--- config.mk ---
export PLATFORM = sky130hd
export DESIGN_NAME = weights_fetch_ctrl_flat
export DESIGN_NICKNAME = d
export VERILOG_FILES = /design/src/rtl/weights_fetch_ctrl_if.sv /design/src/rtl/weights_fetch_ctrl.sv /design/src/flat_wrapper.sv
export SDC_FILE = /design/constraint.sdc
export NUM_CORES = 1
export LEC_CHECK = 0
export BUFFER_PORTS_ARGS = -buffer_cell sky130_fd_sc_hd__buf_4
export CORE_ASPECT_RATIO = 2
export CORE_MARGIN = 2
export CORE_UTILIZATION = 40
export DETAILED_ROUTE_END_ITERATION = 6
export GPL_TIMING_DRIVEN = 0
export HOLD_SLACK_MARGIN = 0.08
export SETUP_SLACK_MARGIN = 0.3
export SLEW_MARGIN = 20
export SYNTH_ARGS = -nofsm -noshare
export SYNTH_HDL_FRONTEND = slang
export SYNTH_SLANG_ARGS = --single-unit
--- constraint.sdc ---
create_clock -name clock -period 8.1 [get_ports clock]
set_input_delay 0.81 -clock clock [delete_from_list [all_inputs] [get_ports clock]]
set_output_delay 0.81 -clock clock [all_outputs]
set_load 0.05 [all_outputs]
--- src/rtl/weights_fetch_ctrl_if.sv ---
// weights_fetch_ctrl_if: memory read port and weight stream of the fetch sequencer.
//   mem_address/mem_en_read : sequencer -> weights_memory
//   mem_data                : weights_memory -> sequencer, valid one cycle after mem_en_read
//   weight_data/valid/last  : sequencer -> neuron datapath
//   weight_ready            : neuron datapath -> sequencer
interface weights_fetch_ctrl_if #(
    parameter int DATA_WIDTH = 5,
    parameter int Addr_Depth = 12
);
    logic [Addr_Depth-1:0] mem_address;
    logic                  mem_en_read;
    logic [DATA_WIDTH-1:0] mem_data;
    logic [DATA_WIDTH-1:0] weight_data;
    logic                  weight_valid;
    logic                  weight_ready;
    logic                  weight_last;

    modport master (
        output mem_address, mem_en_read, weight_data, weight_valid, weight_last,
        input  mem_data, weight_ready
    );

    modport slave (
        input  mem_address, mem_en_read, weight_data, weight_valid, weight_last,
        output mem_data, weight_ready
    );
endinterface

--- src/rtl/weights_fetch_ctrl.sv ---
// weights_fetch_ctrl: walks an address window of weights_memory and streams the words out.
//   clock, reset (async, active-low)
//   start, abort, base_addr, num_weights : command from the control FSM
//   bus (master)                         : memory read port and valid/ready weight stream
//   busy, done                           : status back to the control FSM
module weights_fetch_ctrl #(
    parameter int DATA_WIDTH = 5,
    parameter int Addr_Depth = 12
) (
    input  logic                  clock,
    input  logic                  reset,
    input  logic                  start,
    input  logic                  abort,
    input  logic [Addr_Depth-1:0] base_addr,
    input  logic [Addr_Depth:0]   num_weights,
    weights_fetch_ctrl_if.master  bus,
    output logic                  busy,
    output logic                  done
);
    typedef enum logic [1:0] {IDLE, FETCH, DRAIN, DONE} state_t;

    localparam logic [Addr_Depth:0] one = {{Addr_Depth{1'b0}}, 1'b1};

    state_t                state;
    logic [Addr_Depth-1:0] base;
    logic [Addr_Depth:0]   num;
    logic [Addr_Depth:0]   issued;
    logic [Addr_Depth:0]   written;
    logic                  in_flight;
    logic [DATA_WIDTH-1:0] buf_data [2];
    logic [1:0]            buf_last;
    logic                  wr_ptr;
    logic                  rd_ptr;
    logic [1:0]            occ;
    logic [1:0]            occ_next;
    logic                  pop;
    logic                  issue;

    assign pop = bus.weight_valid && bus.weight_ready;

    // Occupancy at the next edge: the returning read lands while the head may leave.
    // Issuing against this value keeps reads back-to-back under full throughput
    // while never holding more than two words buffered or in flight.
    assign occ_next = occ + {1'b0, in_flight} - {1'b0, pop};
    assign issue    = state == FETCH && !abort && issued != num && !occ_next[1];

    assign bus.mem_en_read  = issue;
    assign bus.mem_address  = base + issued[Addr_Depth-1:0];
    assign bus.weight_valid = occ != 2'd0;
    assign bus.weight_data  = buf_data[rd_ptr];
    assign bus.weight_last  = buf_last[rd_ptr] && occ != 2'd0;
    assign busy             = state != IDLE;
    assign done             = state == DONE;

    always_ff @(posedge clock or negedge reset) begin
        if (!reset) begin
            state       <= IDLE;
            base        <= '0;
            num         <= '0;
            issued      <= '0;
            written     <= '0;
            in_flight   <= 1'b0;
            buf_data[0] <= '0;
            buf_data[1] <= '0;
            buf_last    <= '0;
            wr_ptr      <= 1'b0;
            rd_ptr      <= 1'b0;
            occ         <= '0;
        end else if (abort && state != IDLE) begin
            // Flush; clearing in_flight drops the read whose data is still on the bus.
            state     <= IDLE;
            in_flight <= 1'b0;
            occ       <= '0;
            wr_ptr    <= 1'b0;
            rd_ptr    <= 1'b0;
        end else begin
            in_flight <= issue;
            occ       <= occ_next;
            if (issue)
                issued <= issued + one;
            // mem_data is sampled only in the cycle after an issue, never while undriven.
            if (in_flight) begin
                buf_data[wr_ptr] <= bus.mem_data;
                buf_last[wr_ptr] <= written == num - one;
                wr_ptr           <= !wr_ptr;
                written          <= written + one;
            end
            if (pop)
                rd_ptr <= !rd_ptr;
            case (state)
                IDLE:
                    if (start && !abort) begin
                        base    <= base_addr;
                        num     <= num_weights;
                        issued  <= '0;
                        written <= '0;
                        state   <= num_weights == '0 ? DONE : FETCH;
                    end
                FETCH:
                    if (issue && issued + one == num)
                        state <= DRAIN;
                // Nothing left to issue, so a sole buffered word with no read returning is the last.
                DRAIN:
                    if (pop && occ == 2'd1 && !in_flight)
                        state <= DONE;
                DONE:
                    state <= IDLE;
            endcase
        end
    end
endmodule

--- src/flat_wrapper.sv ---
// flat-port wrapper written by rule: the top's interface ports become plain ports
module weights_fetch_ctrl_flat 
#(
    parameter int DATA_WIDTH = 5,
    parameter int Addr_Depth = 12
)
  (clock, reset, start, abort, base_addr, num_weights, busy, done, bus_mem_address, bus_mem_en_read, bus_weight_data, bus_weight_valid, bus_weight_last, bus_mem_data, bus_weight_ready);
  weights_fetch_ctrl_if #(.DATA_WIDTH(DATA_WIDTH), .Addr_Depth(Addr_Depth)) bus_i ();
  input  logic clock;
  input  logic reset;
  input  logic start;
  input  logic abort;
  input  logic [Addr_Depth-1:0] base_addr;
  input  logic [Addr_Depth:0] num_weights;
  output logic busy;
  output logic done;
  output wire logic [$bits(bus_i.mem_address)-1:0] bus_mem_address;
  output wire logic [$bits(bus_i.mem_en_read)-1:0] bus_mem_en_read;
  output wire logic [$bits(bus_i.weight_data)-1:0] bus_weight_data;
  output wire logic [$bits(bus_i.weight_valid)-1:0] bus_weight_valid;
  output wire logic [$bits(bus_i.weight_last)-1:0] bus_weight_last;
  input wire logic [$bits(bus_i.mem_data)-1:0] bus_mem_data;
  input wire logic [$bits(bus_i.weight_ready)-1:0] bus_weight_ready;
  assign bus_mem_address = bus_i.mem_address;
  assign bus_mem_en_read = bus_i.mem_en_read;
  assign bus_weight_data = bus_i.weight_data;
  assign bus_weight_valid = bus_i.weight_valid;
  assign bus_weight_last = bus_i.weight_last;
  assign bus_i.mem_data = bus_mem_data;
  assign bus_i.weight_ready = bus_weight_ready;
  weights_fetch_ctrl #(.DATA_WIDTH(DATA_WIDTH), .Addr_Depth(Addr_Depth)) u_core (.clock(clock), .reset(reset), .start(start), .abort(abort), .base_addr(base_addr), .num_weights(num_weights), .bus(bus_i), .busy(busy), .done(done));
endmodule
==> results of run 1 <==
through the flow:
step / instance area, sq um / worst slack (ps) / utilization / instances
after floorplan: 4570 / 3640 / - / 469
after global placement: 5170 / 4060 / 0.461 / 667
after detailed placement: 5170 / 4050 / 0.461 / 667
after CTS: 5500 / 3980 / 0.491 / 683
after global routing: 5500 / 3720 / 0.491 / 683
final: 5500 / 3930 / 0.491 / 683
flip-flops by register name (all words and copies together), names as in the netlist:
signal and count:
u_core.wr_ptr 1, u_core.buf_data 10, u_core.occ 2, u_core.written 13, u_core.num 13, u_core.buf_last 2, u_core.in_flight 1, u_core.issued 13
u_core.state 2, u_core.base 12, u_core.rd_ptr 1
per-layer routing:
layer  GRT usage  vias up
li1            -     1769
met1       0.177     1746
met2       0.368       51
met3      0.0313       27
met4       0.113        0
met5           0        -
worst max-delay path, stage by stage, from the launching register on:
cell and delay [ps]:
dfrtp_1 400, nor2_1 150, inv_1 70, and2_1 180, ha_1 270, inv_1 40, ha_1 180, xor2_1 150
xnor2_1 220, nand3b_1 150, a31oi_1 590, buf_2 370, buf_4 240
area by class of cell:
| class | count | area, sq um |
|---|---|---|
| fill | 1103 | 5710 |
| multi-input combinational | 353 | 2640 |
| sequential | 70 | 1750 |
| timing repair buffer | 56 | 420 |
| clock buffer | 10 | 239 |
| tap | 142 | 178 |
| buffer | 24 | 101 |
| clock inverter | 6 | 93.8 |
| inverter | 22 | 82.6 |
path summary, 6_finish.rpt:
check | from | endpoint | slack, ps | cells past startpoint
worst max-delay path | u_core.occ[1]$_DFF_PN0_ | bus_mem_en_read | 3930 | 12
worst min-delay path | u_core.buf_last[0]$_DFFE_PN0P_ | u_core.buf_last[0]$_DFFE_PN0P_ | 510 | 1
worst max register to register | u_core.occ[1]$_DFF_PN0_ | u_core.state[1]$_DFFE_PN0P_ | 4840 | 14
worst min register to register | u_core.buf_last[0]$_DFFE_PN0P_ | u_core.buf_last[0]$_DFFE_PN0P_ | 510 | 1
max in group asynchronous | reset | u_core.issued[3]$_DFFE_PN0N_ | 6920 | 1
min in group asynchronous | reset | u_core.num[8]$_DFFE_PN0P_ | 600 | 1
cells by family (layout without fill, tap and decap cells):
kind of cell | Yosys count | count (layout) | synth area share
compound gates | 57 | 57 | 0.0815
xor+xnor | 70 | 70 | 0.134
fa+ha+maj | 22 | 22 | 0.0618
buf+inv | 46 | 118 | 0.0402
flops | 70 | 70 | 0.383
mux | 47 | 47 | 0.115
simple gates | 157 | 157 | 0.185
power by group through the flow:
| stage | combinational [uW] | clock (uW) | sequential [uW] |
|---|---|---|---|
| floorplan | 818 | 0 | 527 |
| global placement | 1060 | 0 | 551 |
| detailed placement | 1080 | 0 | 559 |
| CTS | 1080 | 441 | 552 |
| global route | 1150 | 461 | 566 |
| finish | 1070 | 432 | 550 |
layout by cell type (no fill, tap or decap), drive strengths merged, types with 10 or more instances in the layout:
master  instances
o21ai          13
xnor2          41
buf            64
nand3          18
nor2           46
nand2          23
inv            23
clkbuf         26
nor4           10
dfrtp          70
nand4          10
a21oi          13
ha             21
mux2           43
xor2           29
nor3           14
==> out/metrics.cfg, run 1 <==
[detailed_routing]
drc_errors = 0
routed-via-count = 3593
drt_pass1_iterations = 4
route.met3.wl_um = 218
totalWireLength_mm = 11.0
routed.top_layer = met4
drtAntennaViolNets = 0
avgRoutedWirePerCell_um = 16.1
route.met2.wl_mm = 6.30
wl_met1_mm = 3.93
vias_per_cell = 5.26
drtIter0Drc = 148

[power_and_ir_drop]
p_sw_frac = 0.435
p_comb_frac = 0.521
power.switching_uw = 891
clkPwrFrac = 0.211
p_leak_uw = 0.00244
power.density_mw_per_mm2 = 373
finalPower_uw = 2050
internal_power_uw = 1160
p_seq_frac = 0.268
vdd_drop_max_v = 0.000190

[die]
rows = 55
start_util = 0.408
die_x_um = 79.6
coreArea_sq_mm = 0.0112
die_area_sq_mm = 0.0124
die_y_um = 155
io_pins = 57

[logic_synthesis]
synth_nets = 526
synth_edf_count = 0
synth_area_leaders = dfrtp_1 38%, mux2_2 11%, xnor2_1 7.9%
ys.flop_type = dfrtp_1
ys_types = 56
synth_seq_area_share = 0.383
synth_top_cell_area_share = 0.383
netlist_area_sq_mm = 0.00457
synthTopCellsByCount = 70 x dfrtp_1, 46 x nor2_1, 43 x mux2_2
synth_most_common_cell = dfrtp_1
async_reset_ff_frac = 1.00
synth_seq_cells = 70
synth_warnings = 0
netlist_instances = 469
yosysTopAreaCell = dfrtp_1
synth_area_per_cell_sq_um = 9.75

[global_routing]
grt_overflow = 0
grt_max_degree = 71
grt_antenna_before_repair = 0
grt_pass1_wl_mm = 18.0
grt_usage = 0.190
grt_pass1_vias = 3814

[critical_path]
worst-path-max-fanout = 10
crit_type = reg2out
worstSetupStartpointType = register
cp-end-kind = output pin
cp_data_arrival_time_ps = 3360
worstPathRequired_ps = 7290

[sta]
finalCritPeriodShare = 0.514
rsz0062_at_grt = false
finalCriticalPeriod_ps = 4170
maxSlewViolCount = 0
hold_viol = 0
whs_ps = 509
setup-violations-final = 0
finClkSkew_ps = 9.83
maxClockFrequency_mhz = 240
fin_setup_tns_ps = 0
relSlewSlack = 0.400
tightest_slew_ps = 894

[clocking]
cts_root_buf = clkbuf_16
cts_tree = done
numCtsBuffers = 9
cts-hold-fix-buffers = 0
htree_num_levels = 3
cts_sinks = 70
clk_latency_ps = 340
cts_setup_buffers = 0
clk_pin_slew_worst_paths_ps = 60
cts_buffer_depth = 2
cts.repair.resized = 0

[cells_and_area]
nNetsFinal = 593
diodes = 0
drive_above_1_share = 0.240
area_growth_pct = 20.4

[run]
max-cap-violations = 0

[placement]
place_congestion = 0.900
place_hpwl_mm = 8.62
io_buffers = 56

[status]
status = finished, final reports clean

[hold_path]
hold_class = reg2reg

Power figures use the tool's default switching activity.
==> run 2: changes to the inputs <==
clock period = 3.63 ns   (was 8.1 ns; I/O delays follow)
==> run 2 against run 1 <==
Compared with the run above: flip-flop and latch count is the same; clock skew increased by 2.7 ps; design area rose by 0.73%; cell count is 0.44% higher; sequential share of layout area down 0.21 points; die area unchanged; routed wire length is 1.1% higher; register-to-register slack got worse by 4200 ps; sequential power rose by 120%.
==> out/metrics.cfg, run 2 (same netlist as run 1, synthesis figures left out) <==
[cells_and_area]
diodes = 0  ; unchanged
area_growth_pct = 21.2
final_common_cell = dfrtp_1
final_area_sq_mm = 0.00554  ; +0.73%
top_regs = u_core.issued (13), u_core.num (13), u_core.written (13)
stdcell_count = 686  ; +0.44%
final_cell_mix = 69 x dfrtp_1, 58 x buf_4, 46 x nor2_1
n_fill_cell = 1064  ; -3.5%
fin_util = 0.494  ; +0.00357
nNetsFinal = 596  ; +0.51%
drive_above_1_share = 0.254  ; +0.0134

[sta]
maxSlewViolCount = 0  ; unchanged
hold_viol = 0  ; unchanged
finalCriticalPeriod_ps = 3170
tightest_slew_ps = 927  ; +33.5 ps
setup-violations-final = 0  ; unchanged
relSlewSlack = 0.377  ; -0.0225
fin_setup_tns_ps = 0  ; unchanged
maxClockFrequency_mhz = 315
finClkSkew_ps = 12.5  ; +2.67 ps
rsz0062_at_grt = true
finalCritPeriodShare = 0.874

[critical_path]
crit_type = reg2out
cp-end-kind = output pin
slowest_stage = dfrtp_2
cp_data_arrival_time_ps = 2810  ; -550 ps
worstSetupStartpointType = register
reg2reg_slack_ps = 600  ; -4240 ps
worstPathRequired_ps = 3270  ; -4020 ps
slowest_delay_ps = 460  ; -130 ps
worst-path-max-fanout = 6  ; -4
path_cells = ha_1 -> inv_1 -> fa_1 -> nor2b_1 -> o21ai_0 -> a21boi_1 -> o21ai_1 -> a21oi_2 -> o31ai_2 -> nand3_1 -> o311ai_2 -> buf_6

[die]
io_pins = 57  ; unchanged
die_x_um = 79.6  ; unchanged
rows = 55  ; unchanged
die_area_sq_mm = 0.0124  ; unchanged
die_y_um = 155  ; unchanged
coreArea_sq_mm = 0.0112  ; unchanged
start_util = 0.408  ; unchanged

[clocking]
clk_pin_slew_worst_paths_ps = 70  ; about the same
numCtsBuffers = 9  ; unchanged
cts_buffer_depth = 2  ; unchanged
htree_num_levels = 3  ; unchanged
cts-hold-fix-buffers = 0  ; unchanged
cts_root_buf = clkbuf_16
cts_tree = done
cts_sinks = 70  ; unchanged
clk_latency_ps = 350  ; about the same

[hold_path]
hold_class = in2async

[status]
status = finished, final reports clean

[global_routing]
grt_antenna_before_repair = 0  ; unchanged
grt_pass1_vias = 3783  ; -0.81%
grt_overflow = 0  ; unchanged
grt_usage = 0.191  ; +0.00105
grt_pass1_wl_mm = 18.0  ; about the same
grt_max_degree = 71  ; unchanged

[placement]
io_buffers = 56  ; unchanged
place_congestion = 0.882  ; -2.0%
place_area_sq_mm = 0.00518  ; +0.15%
place_hpwl_mm = 8.57  ; -0.66%
dpl.cell_count = 667  ; unchanged

[detailed_routing]
drt_pass1_iterations = 4  ; unchanged
routed-via-count = 3673  ; +2.2%
totalWireLength_mm = 11.1  ; +1.1%
avgRoutedWirePerCell_um = 16.2  ; +0.70%
drtIter0Drc = 126  ; -15%
drtAntennaViolNets = 0  ; unchanged
drc_errors = 0  ; unchanged
vias_per_cell = 5.35  ; +1.8%

[run]
max-cap-violations = 0  ; unchanged

[power_and_ir_drop]
p_leak_uw = 0.00244  ; -0.18%
vdd_drop_max_v = 0.000372  ; +96%
power.density_mw_per_mm2 = 828  ; +120%

-- run 2: stage by stage --
step / hold slack, ps / setup WS (ps) / power [uW]
after detailed placement: 493 / 327 / 3650
after global routing: 231 / 287 / 4880
after floorplan: 67.4 / 539 / 3010
final: 145 / 457 / 4590
after CTS: 181 / 340 / 4590
after global placement: 482 / 325 / 3600
-- run 2: timing repair --
item | in CTS | in global routing
setup buffers | 1 | 2
pin swaps | 0 | 3
resized for setup | 6 | 5
setup endpoints to repair | 2 | 3
-- run 2: cell type report --
type / instances / area (sq um) / area share
multi-input combinational: 353 / 2670 / 0.481
clock inverter: 7 / 78.8 / 0.0142
sequential: 70 / 1750 / 0.316
buffer: 24 / 108 / 0.0194
timing repair buffer: 59 / 450 / 0.0812
clock buffer: 9 / 225 / 0.0406
tap: 142 / 178 / 0.0320
inverter: 22 / 82.6 / 0.0149
-- run 2: final timing paths --
| check | cells after the start | endpoint | from |
|---|---|---|---|
| min | 1 | u_core.in_flight$_DFF_PN0_ | reset |
| max | 12 | bus_mem_address[10] | u_core.issued[0]$_DFFE_PN0N_ |
| min reg2reg | 1 | u_core.buf_last[1]$_DFFE_PN0P_ | u_core.buf_last[1]$_DFFE_PN0P_ |
| min in group clock | 2 | u_core.base[1]$_DFFE_PN0P_ | base_addr[1] |
| max reg2reg | 15 | u_core.state[0]$_DFFE_PN0P_ | u_core.occ[1]$_DFF_PN0_ |
| max in group asynchronous | 1 | u_core.issued[0]$_DFFE_PN0N_ | reset |
-- run 2: where the power goes --
group          internal (uW)  switching, uW  leakage [uW]  total, uW
clock network            538            353      0.000139        891
registers               1030            199      0.000896       1230
logic                    985           1480       0.00140       2470
-- run 2: worst max-delay path: cells and delay by family (launching register included) --
kind                     cells  cell delay, ps
AO/OA/AOI/OAI                6            1080
flip-flops                   1             460
adder cells (fa/ha/maj)      2             430
buffers and inverters        2             270
AND/OR/NAND/NOR              2             210
-- run 2: per-layer routing --
| layer | routed length (um) | vias up | GRT usage |
|---|---|---|---|
| li1 | - | 1779 | - |
| met1 | 3790 | 1780 | 0.175 |
| met2 | 6520 | 86 | 0.373 |
| met3 | 370 | 28 | 0.0377 |
| met4 | 427 | 0 | 0.104 |
| met5 | 0 | - | 0 |
==> run 3: changes to the inputs <==
REMOVE_ABC_BUFFERS = 1   (was not set)
==> run 3 against run 2 <==
Compared with the run above: non-clock buffer count is 20 lower; core utilization decreased by 0.40 points; flip-flop and latch count unchanged; first-iteration DRC count grew 16%; clock skew decreased by 2.9 ps; clock power grew 8.0%; routed wire length fell by 0.96%; sequential share of layout area is 0.26 points higher; largest cell class unchanged.
==> out/metrics.cfg, run 3 (same netlist as run 1, synthesis figures left out) <==
[status]
status = finished, final reports clean

[placement]
io_buffers = 56  ; unchanged
place_congestion = 0.828  ; -6.1%
dpl.cell_count = 645  ; -3.3%
place_area_sq_mm = 0.00510  ; -1.4%
dpl_worst_slack_ps = 117  ; -210 ps
place_hpwl_mm = 8.40  ; -2.0%

[sta]
fin_ws_ps = 505  ; +47.8 ps
fin_setup_tns_ps = 0  ; unchanged
finalCritPeriodShare = 0.861  ; -0.0132
rsz0062_at_grt = true
maxSlewViolCount = 0  ; unchanged
tightest_slew_ps = 917  ; -9.81 ps
hold_viol = 0  ; unchanged
finalCriticalPeriod_ps = 3130  ; -47.8 ps
relSlewSlack = 0.384  ; +0.00659
maxClockFrequency_mhz = 320  ; +1.5%
whs_ps = 144  ; -0.840 ps
setup-violations-final = 0  ; unchanged
finClkSkew_ps = 9.57  ; -2.93 ps

[die]
die_y_um = 155  ; unchanged
die_x_um = 79.6  ; unchanged
die_area_sq_mm = 0.0124  ; unchanged
rows = 55  ; unchanged
start_util = 0.408  ; unchanged
coreArea_sq_mm = 0.0112  ; unchanged
io_pins = 57  ; unchanged

[critical_path]
worstPathRequired_ps = 3270  ; about the same
cp-end-kind = output pin
crit_type = reg2out
cp_data_arrival_time_ps = 2760  ; -50 ps
worst-path-max-fanout = 6  ; unchanged
worstSetupStartpointType = register
worst_r2r_path_depth = 15  ; unchanged

[detailed_routing]
avgRoutedWirePerCell_um = 16.5  ; +2.0%
drtIter0Drc = 146  ; +16%
routed-via-count = 3622  ; -1.4%
totalWireLength_mm = 11.0  ; -0.96%
vias_per_cell = 5.44  ; +1.6%
drt_pass1_iterations = 4  ; unchanged
drtAntennaViolNets = 0  ; unchanged
drc_errors = 0  ; unchanged

[cells_and_area]
final_area_sq_mm = 0.00550  ; -0.81%
n_fill_cell = 1031  ; -3.1%
diodes = 0  ; unchanged
final_cell_mix = 69 x dfrtp_1, 61 x buf_4, 44 x nor2_1
area_growth_pct = 20.2
top_regs = u_core.issued (13), u_core.num (13), u_core.written (13)
final_common_cell = dfrtp_1
nNetsFinal = 576  ; -3.4%
drive_above_1_share = 0.263  ; +0.00968
stdcell_count = 666  ; -2.9%

[clocking]
htree_num_levels = 3  ; unchanged
cts_tree = done
clk_pin_slew_worst_paths_ps = 60  ; about the same
numCtsBuffers = 9  ; unchanged
cts_sinks = 70  ; unchanged
cts_root_buf = clkbuf_16
clk_latency_ps = 340  ; about the same
cts_buffer_depth = 2  ; unchanged
cts-hold-fix-buffers = 0  ; unchanged

[global_routing]
grt_max_degree = 71  ; unchanged
grt_overflow = 0  ; unchanged
grt_antenna_before_repair = 0  ; unchanged
grt_pass1_wl_mm = 18.0  ; -0.12%
grt_usage = 0.189  ; -0.00141
grt_pass1_vias = 3781  ; -0.053%

[power_and_ir_drop]
power.density_mw_per_mm2 = 836  ; +1.0%
vdd_drop_max_v = 0.000460  ; +24%
p_leak_uw = 0.00242  ; -0.76%

[run]
max-cap-violations = 0  ; unchanged

[hold_path]
hold_class = in2async

## run 3: area by class of cell
cell class | count | area, sq um | share of cell area
Clock buffer | 9 | 225 | 0.0410
Clock inverter | 7 | 98.8 | 0.0180
Inverter | 22 | 82.6 | 0.0150
Multi-Input combinational cell | 353 | 2680 | 0.487
Sequential cell | 70 | 1750 | 0.319
Tap cell | 142 | 178 | 0.0323
Timing Repair Buffer | 63 | 484 | 0.0881
## run 3: metal layers
layer | GRT usage | share of wire
met4 | 0.0878 | 0.035
met5 | 0 | 0
met1 | 0.177 | 0.35
met2 | 0.379 | 0.59
met3 | 0.0307 | 0.023
## run 3: repair_timing
action | 4_1_cts | 5_1_grt
pin swaps | 1 | 2
endpoints found under the setup margin | 5 | 5
resized for setup | 4 | 6
buffers inserted | 4 | 1
## run 3: through the flow
| stage | power [uW] | utilization |
|---|---|---|
| 2_1_floorplan | 2970 | - |
| 3_3_place_gp | 3540 | 0.452 |
| 3_5_place_dp | 3610 | 0.455 |
| 4_1_cts | 4620 | 0.488 |
| 5_1_grt | 4880 | 0.490 |
| 6_report | 4600 | 0.490 |
## run 3: worst paths after layout
check | from | to | slack (ps)
worst max-delay path | u_core.issued[1]$_DFFE_PN0N_ | bus_mem_address[10] | 500
worst min-delay path | reset | u_core.base[0]$_DFFE_PN0P_ | 140
worst max register to register | u_core.occ[1]$_DFF_PN0_ | u_core.state[0]$_DFFE_PN0P_ | 530
worst min register to register | u_core.buf_data[1]$_DFFE_PN0P_ | u_core.buf_data[1]$_DFFE_PN0P_ | 510
max in group asynchronous | reset | u_core.issued[0]$_DFFE_PN0N_ | 2870
min in group clock | base_addr[9] | u_core.base[9]$_DFFE_PN0P_ | 250
## run 3: worst max-delay path, stage by stage, from the launching register on
cell and delay [ps]:
dfrtp_1 440, inv_1 110, fa_1 460, nor2b_1 150
o21ai_0 130, a21boi_1 250, o21ai_2 100, a21oi_2 200
o31ai_2 90, o311ai_1 250, buf_4 250
## run 3: report_power, final
group / leakage (uW) / internal, uW / total, uW / switching, uW
combinational: 0.00137 / 948 / 2300 / 1350
clock: 0.000156 / 604 / 962 / 358
sequential: 0.000896 / 1030 / 1340 / 306
total: 0.00242 / 2580 / 4600 / 2020
